**config.mk**
```make
export PLATFORM = sky130hd
export DESIGN_NAME = ucbus_master
export DESIGN_NICKNAME = d
export VERILOG_FILES = /design/src/rtl/ucbus_master.sv
export SDC_FILE = /design/constraint.sdc
export NUM_CORES = 1
export LEC_CHECK = 0
export CELL_PAD_IN_SITES_DETAIL_PLACEMENT = 1
export CELL_PAD_IN_SITES_GLOBAL_PLACEMENT = 1
export CORE_MARGIN = 2
export CORE_UTILIZATION = 40
export CTS_CLUSTER_SIZE = 24
export DETAILED_ROUTE_END_ITERATION = 10
export PLACE_DENSITY_LB_ADDON = 0.12
export SYNTH_ARGS = -nofsm -noshare
export SYNTH_HDL_FRONTEND = slang
export SYNTH_SLANG_ARGS = --single-unit
export TNS_END_PERCENT = 5
```
**constraint.sdc**
```tcl
create_clock -name clk -period 2.75 [get_ports clk]
set_input_delay 0.55 -clock clk [delete_from_list [all_inputs] [get_ports clk]]
set_output_delay 0.55 -clock clk [all_outputs]
set_load 0.01 [all_outputs]
```
**src/rtl/ucbus_master.sv**
```systemverilog
// ucbus_master: initiator for the multiplexed 8-bit ALE/write/read/data bus.
// Takes single-byte register read/write requests on a valid/ready port and
// runs the bus cycle with programmable ALE, strobe and hold widths.
// Optional feature macro: UCBUS_MASTER_ADDR_CACHE_EN. When it is defined, the
// address phase is skipped if the same address is already latched in the
// responder.
module ucbus_master #(
  parameter int unsigned ALE_CYC  = 2,
  parameter int unsigned STB_CYC  = 2,
  parameter int unsigned HOLD_CYC = 1
) (
  input  logic       clk,
  input  logic       rst_n,
  input  logic       req_valid,
  output logic       req_ready,
  input  logic       req_write,
  input  logic [7:0] req_addr,
  input  logic [7:0] req_wdata,
  output logic       rsp_valid,
  output logic [7:0] rsp_rdata,
  output logic [7:0] bus_data_o,
  output logic       bus_data_oe,
  input  logic [7:0] bus_data_i,
  output logic       bus_ale,
  output logic       bus_write,
  output logic       bus_read
);

  if (ALE_CYC == 0 || ALE_CYC > 15 || STB_CYC == 0 || STB_CYC > 15 ||
      HOLD_CYC == 0 || HOLD_CYC > 15) begin : g_param_bad
    $error("ucbus_master: ALE_CYC, STB_CYC and HOLD_CYC must be in 1..15");
  end

  // Counter load values: a state lasting N cycles starts at N-1.
  localparam logic [3:0] ALE_LD  = 4'(ALE_CYC - 1);
  localparam logic [3:0] STB_LD  = 4'(STB_CYC - 1);
  localparam logic [3:0] HOLD_LD = 4'(HOLD_CYC - 1);

  typedef enum logic [2:0] {
    S_IDLE,
    S_ADDR,
    S_AHOLD,
    S_WSTB,
    S_WHOLD,
    S_TURN,
    S_RSTB,
    S_RHOLD
  } state_t;

  state_t     state_q;
  logic [3:0] cnt_q;
  logic [7:0] addr_q;
  logic [7:0] wdata_q;
  logic       write_q;

  logic       req_ready_q;
  logic       rsp_valid_q;
  logic [7:0] rsp_rdata_q;
  logic [7:0] bus_data_q;
  logic       bus_oe_q;
  logic       bus_ale_q;
  logic       bus_write_q;
  logic       bus_read_q;

  logic       addr_hit;
  logic       ahold_done;

  assign ahold_done = (state_q == S_AHOLD) && (cnt_q == 4'd0);

`ifdef UCBUS_MASTER_ADDR_CACHE_EN
  logic [7:0] cache_addr_q;
  logic       cache_vld_q;

  assign addr_hit = cache_vld_q && (cache_addr_q == req_addr);

  // Remember the address the responder currently holds latched.
  always_ff @(posedge clk or negedge rst_n) begin
    if (!rst_n) begin
      cache_addr_q <= '0;
      cache_vld_q  <= 1'b0;
    end else if (ahold_done) begin
      cache_addr_q <= addr_q;
      cache_vld_q  <= 1'b1;
    end
  end
`else
  assign addr_hit = 1'b0;
`endif

  // Bus sequencer: state, phase counter and all registered outputs.
  always_ff @(posedge clk or negedge rst_n) begin
    if (!rst_n) begin
      state_q     <= S_IDLE;
      cnt_q       <= '0;
      addr_q      <= '0;
      wdata_q     <= '0;
      write_q     <= 1'b0;
      req_ready_q <= 1'b1;
      rsp_valid_q <= 1'b0;
      rsp_rdata_q <= '0;
      bus_data_q  <= '0;
      bus_oe_q    <= 1'b0;
      bus_ale_q   <= 1'b0;
      bus_write_q <= 1'b1;
      bus_read_q  <= 1'b1;
    end else begin
      rsp_valid_q <= 1'b0;
      case (state_q)
        S_IDLE: begin
          if (req_valid && req_ready_q) begin
            addr_q      <= req_addr;
            wdata_q     <= req_wdata;
            write_q     <= req_write;
            req_ready_q <= 1'b0;
            if (addr_hit && req_write) begin
              state_q     <= S_WSTB;
              cnt_q       <= STB_LD;
              bus_data_q  <= req_wdata;
              bus_oe_q    <= 1'b1;
              bus_write_q <= 1'b0;
            end else if (addr_hit) begin
              state_q  <= S_TURN;
              cnt_q    <= '0;
              bus_oe_q <= 1'b0;
            end else begin
              state_q    <= S_ADDR;
              cnt_q      <= ALE_LD;
              bus_data_q <= req_addr;
              bus_oe_q   <= 1'b1;
              bus_ale_q  <= 1'b1;
            end
          end
        end

        S_ADDR: begin
          if (cnt_q == 4'd0) begin
            state_q   <= S_AHOLD;
            cnt_q     <= HOLD_LD;
            bus_ale_q <= 1'b0;
          end else begin
            cnt_q <= cnt_q - 4'd1;
          end
        end

        S_AHOLD: begin
          if (cnt_q == 4'd0) begin
            if (write_q) begin
              state_q     <= S_WSTB;
              cnt_q       <= STB_LD;
              bus_data_q  <= wdata_q;
              bus_write_q <= 1'b0;
            end else begin
              state_q  <= S_TURN;
              cnt_q    <= '0;
              bus_oe_q <= 1'b0;
            end
          end else begin
            cnt_q <= cnt_q - 4'd1;
          end
        end

        S_WSTB: begin
          if (cnt_q == 4'd0) begin
            state_q     <= S_WHOLD;
            cnt_q       <= HOLD_LD;
            bus_write_q <= 1'b1;
          end else begin
            cnt_q <= cnt_q - 4'd1;
          end
        end

        S_WHOLD: begin
          if (cnt_q == 4'd0) begin
            state_q     <= S_IDLE;
            bus_oe_q    <= 1'b0;
            req_ready_q <= 1'b1;
            rsp_valid_q <= 1'b1;
          end else begin
            cnt_q <= cnt_q - 4'd1;
          end
        end

        S_TURN: begin
          state_q    <= S_RSTB;
          cnt_q      <= STB_LD;
          bus_read_q <= 1'b0;
        end

        S_RSTB: begin
          if (cnt_q == 4'd0) begin
            state_q     <= S_RHOLD;
            cnt_q       <= HOLD_LD;
            bus_read_q  <= 1'b1;
            rsp_rdata_q <= bus_data_i;
          end else begin
            cnt_q <= cnt_q - 4'd1;
          end
        end

        S_RHOLD: begin
          if (cnt_q == 4'd0) begin
            state_q     <= S_IDLE;
            req_ready_q <= 1'b1;
            rsp_valid_q <= 1'b1;
          end else begin
            cnt_q <= cnt_q - 4'd1;
          end
        end

        default: begin
          state_q <= S_IDLE;
        end
      endcase
    end
  end

  assign req_ready   = req_ready_q;
  assign rsp_valid   = rsp_valid_q;
  assign rsp_rdata   = rsp_rdata_q;
  assign bus_data_o  = bus_data_q;
  assign bus_data_oe = bus_oe_q;
  assign bus_ale     = bus_ale_q;
  assign bus_write   = bus_write_q;
  assign bus_read    = bus_read_q;

endmodule
```
==> impl_metrics.yaml <==
sta:
  maxSlewHeadroom_pct: 44.4
  fmax_ghz: 0.491
  setup_viol: 0
  rsz0062_at_grt: "false"
  clock-skew-final_ns: 0.00256
  finalCritPeriodShare_pct: 74.0
  final.setup.tns_ns: 0
  post-route-min-period_ns: 2.04
  worstMarginPinSlew_ns: 0.834
  maxSlewViolCount: 0
  hold_viol: 0
worst_hold_path:
  hp-class: "in -> async"
yosys:
  synth.top_cell.area_share_pct: 47.3
  postSynthCellCount: 144
  synth.cell_area_um2: 1850
  avgSynthCellArea_um2: 12.9
  ys_seq_area_share_pct: 51.6
  syn-num-nets: 174
  ys_warn_count: 0
  ys_ff_latch: 38
  yosys.area.top_type: "dfrtp_1"
  synth_cell_types: 40
  synth_area_leaders: "dfrtp_1 47%, mux2_1 10%, mux2_4 6.5%, mux2_2 4.9%, dfstp_2 4.3%"
pwr:
  power_density_nw_per_um2: 446
  p_total_uw: 1100
  power_leakage_uw: 0.00111
  ir_drop_mv: 0.280
die:
  placementRows: 24
  die_height_um: 72.0
  die_area_um2: 5190
  fp.dieW_um: 72.0
  start_util_pct: 42.0
  coreArea_um2: 4410
  io-pin-count: 50
clock_tree:
  post_cts_buffers: 0
  clock_sinks: 38
  cts_htree_levels: 2
  cts_buffers: 5
  ctsHoldBuffers: 0
  cts_buffer_depth: 2
  cts_resized: 0
  cts_tree: "done"
  clkTransAtPathRegs_ns: 0.07
  clock_latency_ns: 0.30
  cts_root_buf: "clkbuf_8"
grt:
  grt_pass1_wl_um: 7590
  grt_max_degree: 39
  grt_pass1_vias: 1518
  antenna_found_initial: 0
  grt.overflow.total: 0
  grt_usage_pct: 19.4
finish:
  drive_gt1_share_pct: 20.4
  instances_no_fill: 248
  diodes: 0
  syn_to_final_growth_pct: 33.6
  final_common_cell: "clkdlybuf4s50_1"
  final_core_util_pct: 56.0
  final_nets: 225
  most-common-layout-cells: "48 x clkdlybuf4s50_1, 35 x dfrtp_1, 17 x mux2_1"
setup_path:
  timing.rr.end: "bus_data_o[3]"
  reg2regPathDepth: 5
  critical_path_class: "reg -> reg"
  rrSetupSlack_ns: 0.71
  crit_path_end_kind: "flip-flop"
  cp_data_arrival_time_ns: 2.22
  cp.required_ns: 2.93
  crit_fanout: 8
  cp-start-kind: "flip-flop"
  r2r_start: "cnt_q[0]"
place:
  port_buffers: 49
  dp_hpwl_um: 3090
  globalplace.congestion: 0.820
  dp_cells: 240
job:
  cap_violations: 0
detailed_routing:
  via_per_inst: 5.46
  wl_um: 4310
  drc: 0
  drtIter0Drc: 88
  first_pass_iters: 2
  wl_per_cell_um: 17.4
  via_count: 1354
  postRouteAntennaNets: 0
run_status:
  status: "complete, no violations"
==> power breakdown <==
part	switching (µW)	total (µW)	leakage, µW	internal [µW]
Clock	201	454	0.0000575	253
Sequential	3.54	568	0.000481	565
Combinational	25.3	80.0	0.000569	54.7
Total	230	1100	0.00111	873
==> cells in the mapped netlist <==
| cell | instances |
|---|---|
| dfrtp_1 | 35 |
| mux2_1 | 17 |
| a21oi_1 | 8 |
| mux2_2 | 8 |
| mux2_4 | 8 |
| nand2_1 | 5 |
| nor2_1 | 5 |
| buf_4 | 4 |
| o21ai_0 | 4 |
| a31oi_1 | 3 |
| dfstp_2 | 3 |
| inv_1 | 3 |
| o22ai_1 | 3 |
| a22o_1 | 2 |
| a311oi_1 | 2 |
| buf_6 | 2 |
| ha_1 | 2 |
| inv_2 | 2 |
| nand2b_1 | 2 |
| nand3_1 | 2 |
| nor3_1 | 2 |
| nor3_2 | 2 |
| o21ai_1 | 2 |
| o31ai_1 | 2 |
| a2111oi_2 | 1 |
| a211oi_1 | 1 |
| a21o_1 | 1 |
| a221oi_1 | 1 |
| a311oi_2 | 1 |
| a41o_1 | 1 |
| and3_1 | 1 |
| and3_2 | 1 |
| buf_2 | 1 |
| clkbuf_1 | 1 |
| nand4_4 | 1 |
| nor3b_2 | 1 |
| or2_1 | 1 |
| or2b_1 | 1 |
| or3b_1 | 1 |
| xnor2_1 | 1 |
==> worst max-delay path by stage <==
stage / startpoint / endpoint / depth (start not counted)
finish: cnt_q[0] / bus_data_o[3] / 5
global route: cnt_q[0] / bus_data_o[0] / 5
CTS: cnt_q[0] / bus_data_o[3] / 5
detailed placement: req_valid / bus_data_o[3] / 5
global placement: req_valid / bus_data_o[3] / 5
floorplan: cnt_q[0] / rsp_rdata[0] / 6
==> layout make-up <==
type	instances	area, µm²
Fill cell	454	1940
Sequential cell	38	955
Multi-Input combinational cell	93	817
Timing Repair Buffer	52	508
Clock buffer	8	110
Tap cell	52	65.1
Inverter	5	18.8
==> sequential cells by signal, indices dropped and copies added (netlist names) <==
signal / flops
state_q: 3
write_q: 1
rsp_rdata: 8
req_ready: 1
bus_write: 1
bus_read: 1
cnt_q: 4
wdata_q: 8
bus_data_o: 8
rsp_valid: 1
bus_ale: 1
bus_data_oe: 1
==> metrics by stage <==
step	hold slack, ns	area (µm²)	setup WS, ns
finish	0.349	2470	0.715
global placement	0.462	2360	0.582
detailed placement	0.471	2360	0.549
global route	0.411	2470	0.563
CTS	0.388	2470	0.686
floorplan	0.254	1850	1.10
==> worst max-delay path, stage by stage (launching register included) <==
cell	delay, ns
dfrtp_1	0.44
inv_1	0.11
ha_1	0.16
nor3b_2	0.36
a41o_1	0.46
mux2_1	0.38
==> cells by family after synthesis <==
group                      Yosys count  synth area share [%]
adders and majority gates            2                  1.35
and+or+nand+nor                     25                  8.65
AOI/OAI and AO/OA                   32                  12.0
muxes                               33                  21.7
buffers and inverters               13                  4.32
xor gates and xnor gates             1                 0.473
DFF                                 38                  51.6
==> metal layers <==
metal  up-vias  GRT usage, %  routed length (µm)
li1        630             -                   -
met1       690          23.9                1850
met2        28          32.6                2200
met3         6          6.25                 200
met4         0          5.66                  61
met5         -             0                   0
Power figures use the tool's default switching activity.
